<file path="src/rtl/ppu_bg_fetcher_if.sv">
// VRAM read port and pixel stream handshake between the background fetcher and its neighbours.
interface ppu_bg_fetcher_if;
  logic        vram_en;
  logic [12:0] vram_addr;
  logic [7:0]  vram_dout;
  logic        pix_valid;
  logic [1:0]  pix_data;
  logic        pix_ready;

  modport master (
    output vram_en, vram_addr, pix_valid, pix_data,
    input  vram_dout, pix_ready
  );

  modport slave (
    input  vram_en, vram_addr, pix_valid, pix_data,
    output vram_dout, pix_ready
  );
endinterface

</file>
<file path="src/rtl/ppu_bg_fetcher.sv">
// Background tile fetcher: reads map, lo and hi bytes per tile from VRAM and streams
// one line of 2-bit pixels, discarding the fine-scroll bits of the first tile.
module ppu_bg_fetcher #(
  parameter int LINE_PIXELS = 160
) (
  input  logic       clk,
  input  logic       reset,
  input  logic       start,
  input  logic [7:0] scx,
  input  logic [7:0] scy,
  input  logic [7:0] ly,
  input  logic       bg_map_sel,
  input  logic       tile_data_sel,
  ppu_bg_fetcher_if.master bus,
  output logic       busy,
  output logic       done
);

  localparam int CW = $clog2(LINE_PIXELS + 1);
  localparam logic [CW-1:0] LAST_PIX = CW'(LINE_PIXELS - 1);

  typedef enum logic [2:0] {
    IDLE, MAP_REQ, MAP_CAP, LO_REQ, LO_CAP, HI_REQ, HI_CAP, PUSH
  } state_t;

  state_t        state_r, state_s;
  logic [7:0]    scx_r, scx_s, y_r, y_s;
  logic          map_sel_r, map_sel_s, data_sel_r, data_sel_s;
  logic [7:0]    tile_idx_r, tile_idx_s;
  logic [CW-1:0] pix_cnt_r, pix_cnt_s;
  logic [2:0]    bit_idx_r, bit_idx_s;
  logic [7:0]    tile_num_r, tile_num_s, lo_r, lo_s, hi_r, hi_s;
  logic          done_s, accept_s, discard_s, discard_next_s;
  logic [4:0]    col_s;
  logic [12:0]   map_addr_s, lo_addr_s, addr_next_s;

  logic          vram_en_r, pix_valid_r, busy_r, done_r;
  logic [12:0]   vram_addr_r;
  logic [1:0]    pix_data_r;

  // Row address of a tile's lo byte; signed mode is based at 0x1000 and wraps to 13 bits.
  function automatic logic [12:0] tile_row_addr(input logic [7:0] tile, input logic [2:0] row,
                                                input logic unsigned_mode);
    logic [12:0] off_s;
    off_s = {9'd0, row, 1'b0};
    if (unsigned_mode) begin
      tile_row_addr = {1'b0, tile, 4'd0} + off_s;
    end else begin
      tile_row_addr = 13'h1000 + {tile[7], tile, 4'd0} + off_s;
    end
  endfunction

  // Next-state, counter and capture logic
  always_comb begin
    state_s    = state_r;
    scx_s      = scx_r;
    y_s        = y_r;
    map_sel_s  = map_sel_r;
    data_sel_s = data_sel_r;
    tile_idx_s = tile_idx_r;
    pix_cnt_s  = pix_cnt_r;
    bit_idx_s  = bit_idx_r;
    tile_num_s = tile_num_r;
    lo_s       = lo_r;
    hi_s       = hi_r;
    done_s     = 1'b0;
    accept_s   = pix_valid_r & bus.pix_ready;
    discard_s  = (state_r == PUSH) && (tile_idx_r == 8'd0) && ((3'd7 - bit_idx_r) < scx_r[2:0]);
    case (state_r)
      IDLE: begin
        if (start) begin
          scx_s      = scx;
          y_s        = ly + scy;
          map_sel_s  = bg_map_sel;
          data_sel_s = tile_data_sel;
          tile_idx_s = 8'd0;
          pix_cnt_s  = '0;
          bit_idx_s  = 3'd7;
          state_s    = MAP_REQ;
        end else begin
          state_s = IDLE;
        end
      end
      MAP_REQ: state_s = MAP_CAP;
      MAP_CAP: begin
        tile_num_s = bus.vram_dout;
        state_s    = LO_REQ;
      end
      LO_REQ:  state_s = LO_CAP;
      LO_CAP: begin
        lo_s    = bus.vram_dout;
        state_s = HI_REQ;
      end
      HI_REQ:  state_s = HI_CAP;
      HI_CAP: begin
        hi_s      = bus.vram_dout;
        bit_idx_s = 3'd7;
        state_s   = PUSH;
      end
      PUSH: begin
        if (accept_s && (pix_cnt_r == LAST_PIX)) begin
          pix_cnt_s = pix_cnt_r + CW'(1);
          done_s    = 1'b1;
          state_s   = IDLE;
        end else if (accept_s || discard_s) begin
          if (accept_s) begin
            pix_cnt_s = pix_cnt_r + CW'(1);
          end else begin
            pix_cnt_s = pix_cnt_r;
          end
          if (bit_idx_r == 3'd0) begin
            tile_idx_s = tile_idx_r + 8'd1;
            state_s    = MAP_REQ;
          end else begin
            bit_idx_s = bit_idx_r - 3'd1;
          end
        end else begin
          state_s = PUSH;
        end
      end
      default: state_s = IDLE;
    endcase
  end

  // Output values for the coming cycle, derived from the next-state values
  always_comb begin
    col_s          = scx_s[7:3] + tile_idx_s[4:0];
    map_addr_s     = {2'b11, map_sel_s, y_s[7:3], col_s};
    lo_addr_s      = tile_row_addr(tile_num_s, y_s[2:0], data_sel_s);
    discard_next_s = (tile_idx_s == 8'd0) && ((3'd7 - bit_idx_s) < scx_s[2:0]);
    case (state_s)
      MAP_REQ, MAP_CAP: addr_next_s = map_addr_s;
      LO_REQ, LO_CAP:   addr_next_s = lo_addr_s;
      HI_REQ, HI_CAP:   addr_next_s = lo_addr_s + 13'd1;
      default:          addr_next_s = 13'd0;
    endcase
  end

  // State, captured bytes and registered outputs
  always_ff @(posedge clk) begin
    if (reset) begin
      state_r     <= IDLE;
      scx_r       <= 8'd0;
      y_r         <= 8'd0;
      map_sel_r   <= 1'b0;
      data_sel_r  <= 1'b0;
      tile_idx_r  <= 8'd0;
      pix_cnt_r   <= '0;
      bit_idx_r   <= 3'd0;
      tile_num_r  <= 8'd0;
      lo_r        <= 8'd0;
      hi_r        <= 8'd0;
      vram_en_r   <= 1'b0;
      vram_addr_r <= 13'd0;
      pix_valid_r <= 1'b0;
      pix_data_r  <= 2'd0;
      busy_r      <= 1'b0;
      done_r      <= 1'b0;
    end else begin
      state_r     <= state_s;
      scx_r       <= scx_s;
      y_r         <= y_s;
      map_sel_r   <= map_sel_s;
      data_sel_r  <= data_sel_s;
      tile_idx_r  <= tile_idx_s;
      pix_cnt_r   <= pix_cnt_s;
      bit_idx_r   <= bit_idx_s;
      tile_num_r  <= tile_num_s;
      lo_r        <= lo_s;
      hi_r        <= hi_s;
      vram_en_r   <= (state_s == MAP_REQ) || (state_s == LO_REQ) || (state_s == HI_REQ);
      vram_addr_r <= addr_next_s;
      pix_valid_r <= (state_s == PUSH) && !discard_next_s;
      pix_data_r  <= (state_s == PUSH) ? {hi_s[bit_idx_s], lo_s[bit_idx_s]} : 2'd0;
      busy_r      <= (state_s != IDLE);
      done_r      <= done_s;
    end
  end

  assign bus.vram_en   = vram_en_r;
  assign bus.vram_addr = vram_addr_r;
  assign bus.pix_valid = pix_valid_r;
  assign bus.pix_data  = pix_data_r;
  assign busy          = busy_r;
  assign done          = done_r;

endmodule

</file>
<file path="src/flat_wrapper.sv">
// flat-port wrapper written by rule: the top's interface ports become plain ports
module ppu_bg_fetcher_flat 
#(
  parameter int LINE_PIXELS = 160
)
  (clk, reset, start, scx, scy, ly, bg_map_sel, tile_data_sel, busy, done, bus_vram_en, bus_vram_addr, bus_pix_valid, bus_pix_data, bus_vram_dout, bus_pix_ready);
  ppu_bg_fetcher_if bus_i ();
  input  logic clk;
  input  logic reset;
  input  logic start;
  input  logic [7:0] scx;
  input  logic [7:0] scy;
  input  logic [7:0] ly;
  input  logic bg_map_sel;
  input  logic tile_data_sel;
  output logic busy;
  output logic done;
  output wire logic [$bits(bus_i.vram_en)-1:0] bus_vram_en;
  output wire logic [$bits(bus_i.vram_addr)-1:0] bus_vram_addr;
  output wire logic [$bits(bus_i.pix_valid)-1:0] bus_pix_valid;
  output wire logic [$bits(bus_i.pix_data)-1:0] bus_pix_data;
  input wire logic [$bits(bus_i.vram_dout)-1:0] bus_vram_dout;
  input wire logic [$bits(bus_i.pix_ready)-1:0] bus_pix_ready;
  assign bus_vram_en = bus_i.vram_en;
  assign bus_vram_addr = bus_i.vram_addr;
  assign bus_pix_valid = bus_i.pix_valid;
  assign bus_pix_data = bus_i.pix_data;
  assign bus_i.vram_dout = bus_vram_dout;
  assign bus_i.pix_ready = bus_pix_ready;
  ppu_bg_fetcher #(.LINE_PIXELS(LINE_PIXELS)) u_core (.clk(clk), .reset(reset), .start(start), .scx(scx), .scy(scy), .ly(ly), .bg_map_sel(bg_map_sel), .tile_data_sel(tile_data_sel), .bus(bus_i), .busy(busy), .done(done));
endmodule
</file>
<file path="config.mk">
export PLATFORM = sky130hd
export DESIGN_NAME = ppu_bg_fetcher_flat
export DESIGN_NICKNAME = d
export VERILOG_FILES = /design/src/rtl/ppu_bg_fetcher_if.sv /design/src/rtl/ppu_bg_fetcher.sv /design/src/flat_wrapper.sv
export SDC_FILE = /design/constraint.sdc
export NUM_CORES = 1
export LEC_CHECK = 0
export ABC_AREA = 1
export BUFFER_PORTS_ARGS = -buffer_cell sky130_fd_sc_hd__buf_2
export CAP_MARGIN = 5
export CORE_ASPECT_RATIO = 1.2
export CORE_MARGIN = 2
export CORE_UTILIZATION = 40
export CTS_CLUSTER_DIAMETER = 40
export CTS_CLUSTER_SIZE = 12
export DETAILED_ROUTE_END_ITERATION = 8
export PLACE_DENSITY_LB_ADDON = 0.3
export RECOVER_POWER = 50
export SLEW_MARGIN = 20
export SYNTH_ARGS = -nofsm -noshare
export SYNTH_HDL_FRONTEND = slang
export SYNTH_SLANG_ARGS = --single-unit
export TNS_END_PERCENT = 10
</file>
<file path="constraint.sdc">
create_clock -name clk -period 8.7 [get_ports clk]
set_input_delay 1.74 -clock clk [delete_from_list [all_inputs] [get_ports clk]]
set_output_delay 1.74 -clock clk [all_outputs]
set_load 0.01 [all_outputs]
</file>
==> results.toml <==
[run_status]
outcome = "complete, but fails checks"
failed_checks = "capacitance limit, slew limit"

[global_routing]
grt_start_max_net_pins = 74
gr-usage-all-layers_pct = 18.6
grt_overflow_total = 0
antenna_found_initial = 0
grt_pass1_vias = 4092
busiest_layer = "met2"
grtUsageMet2_pct = 31.6
use_met1_pct = 23.0
grt_pass1_wl_um = 18000
use_met3_pct = 3.11

[yosys]
synth.avg_cell_area_um2 = 6.92
yosys-top-cells-count = "113 x nor2_1, 110 x nand2_1, 87 x inv_1"
ys.flop_type = "dfxtp_1"
synth_cells = 637
synth_top_area_share_pct = 37.7
syn_nets = 697
synth_area_leader_cell = "dfxtp_1"
yosys_warnings = 0
synth-edff-count = 0
yosys.cell_types.count = 37
yosysMostFrequentCell = "nor2_1"
yosysSeqAreaShare_pct = 37.7
synth_area_mm2 = 0.00441
synth-seq-cells = 83
synth_area_leaders = "dfxtp_1 38%, nor2_1 9.6%, nand2_1 9.4%"
async_flop_share_pct = 0

[critical_path]
worst_path_largest_cell_delay_ps = 2170
startpoint_type = "input port"
path_buf_inv = 3
path_cells = "buf_2 -> clkbuf_1 -> nor2_1 -> inv_1 -> a21oi_1"
cp_top_family = "buffers and inverters"
cp.required_ps = 8930
slowest_stage = "clkbuf_1"
crit_arrival_ps = 4750
end_kind = "register"
crit_fanout = 73
crit_type = "in2reg"

[clock_network]
h-tree-depth = 3
clockRootBuffer = "clkbuf_16"
numCtsBuffers = 9
clk_latency_ps = 340
clock_path_buffers = 2
cts_tree = "done"
hold_buffers = 0
post_cts_resized = 0
path_clk_slew_ps = 60
cts_setup_buffers = 0
clkSinkCount = 83

[route]
drt_first_iter_violations = 222
drc = 0
vias_per_cell = 4.98
wl_per_cell_um = 12.4
vias = 4110
wl_um = 10200
dr.pass1.iters = 5
ant_nets = 0

[timing]
finalSetupTns_ps = 0
finClkSkew_ps = 7.32
hold_viol = 0
rsz0062_at_grt = "no"
fin_crit_ps = 4520
holdWs_ps = 467
finalSetupViolCount = 0
tightest_slew_ps = 3100
setup_ws_ps = 4180
fmax_mhz = 221
maxSlewHeadroom_pct = -107
slew_violations = 74
timing.final.crit_share_pct = 52.0

[layout]
antenna_cells = 0
syn_to_final_growth_pct = 15.0
stdcell_count = 825
utilization_pct = 46.6
drive_above_1_share_pct = 13.3
stdcell_area_mm2 = 0.00507
nets = 748

[pwr]
internal_power_uw = 769
p_seq_share_pct = 37.1
clkPwrFrac_pct = 33.5
combPwrFrac_pct = 29.3
swShare_pct = 34.5
leakagePower_nw = 2.44
vdd_drop_max_mv = 0.129
p_per_area_mw_per_mm2 = 231
power.total_mw = 1.17
p_switching_uw = 405

[floorplanning]
io_pins = 57
die_area_mm2 = 0.0119
fp.dieH_um = 119
core_area_mm2 = 0.0109
num_rows = 42
chipWidth_um = 99.9
initial_core_util_pct = 40.5

[placement]
place_congestion = 0.863
hpwl_um = 7750
dp.cells = 809
dpl_cell_area_mm2 = 0.00479
io_buffers = 56
dp_slack_ps = 3960

[worst_hold_path]
min_path_type = "reg2reg"

[flow_run]
drv_cap = 1
[cells by family (layout without fill, tap and decap cells)]
| kind of cell | after synthesis | after routing | share of synthesized area, % |
|---|---|---|---|
| DFF | 83 | 83 | 37.7 |
| xor gates and xnor gates | 8 | 8 | 1.59 |
| muxes | 7 | 7 | 1.59 |
| adders and majority gates | 22 | 22 | 6.58 |
| and+or+nand+nor | 314 | 314 | 31.5 |
| buffers and inverters | 110 | 166 | 9.65 |
| AOI/OAI and AO/OA | 93 | 93 | 11.4 |
[sequential cells by signal, summed over array words and instances (netlist names), 2 cells and up]
| name | cells |
|---|---|
| u_core.bus.vram_addr | 13 |
| u_core.hi_r | 8 |
| u_core.lo_r | 8 |
| u_core.pix_cnt_r | 8 |
| u_core.scx_r | 8 |
| u_core.tile_idx_r | 8 |
| u_core.tile_num_r | 8 |
| u_core.y_r | 8 |
| u_core.bit_idx_r | 3 |
| u_core.state_r | 3 |
| u_core.bus.pix_data | 2 |
[tightest hold or removal path: cells and delay by family (launching register included)]
family,cells,cell delay [ps]
flip-flops,1,310
AND/OR/NAND/NOR,1,60
AO/OA/AOI/OAI,1,50
[per-layer routing]
layer  up-vias  wire length (µm)
met2        80              5050
met1      1879              4550
met4         0               288
met5         -                 0
li1       2132                 -
met3        19               361
[layout by cell type, fill, tap and decap left out, types with 3 or more instances in the layout]
cell type	netlist	layout
nor2_1	113	113
nand2_1	110	110
inv_1	87	87
dfxtp_1	83	83
a21oi_1	50	50
nand3_1	38	38
buf_2	4	38
o21ai_0	27	27
ha_1	20	20
clkbuf_1	12	19
nor3_1	17	17
clkbuf_16	0	9
nand2_2	7	7
or2_2	7	7
mux2i_1	7	7
nor2_2	6	6
inv_2	6	6
nand4_1	5	5
xor2_1	5	5
a211oi_1	4	4
nand3_2	3	3
nor2_4	3	3
o22ai_1	3	3
xnor2_1	3	3
[path summary, 6_finish.rpt]
kind                            start                      end  slack, ps  depth (start not counted)
hold / removal    u_core.pix_cnt_r[6]      u_core.pix_cnt_r[6]        470                          2
setup / recovery                reset   u_core.bus.pix_data[1]       4180                          5
hold reg to reg   u_core.pix_cnt_r[6]      u_core.pix_cnt_r[6]        470                          2
setup reg to reg    u_core.state_r[0]  u_core.bus.vram_addr[4]       4880                         18
[layout make-up]
class / instances / area (µm²)
Fill cell: 1113 / 5810
Tap cell: 132 / 165
Inverter: 93 / 349
Clock inverter: 6 / 72.6
Sequential cell: 83 / 1660
Clock buffer: 10 / 239
Timing Repair Buffer: 57 / 262
Multi-Input combinational cell: 444 / 2320
[power groups by stage]
stage          Sequential, mW  Clock, mW  Combinational (mW)
2_1_floorplan           0.448          0               0.251
3_3_place_gp            0.442          0               0.342
3_5_place_dp            0.444          0               0.348
4_1_cts                 0.436      0.401               0.350
5_1_grt                 0.439      0.417               0.399
6_report                0.436      0.394               0.344
Power figures use the tool's default switching activity.
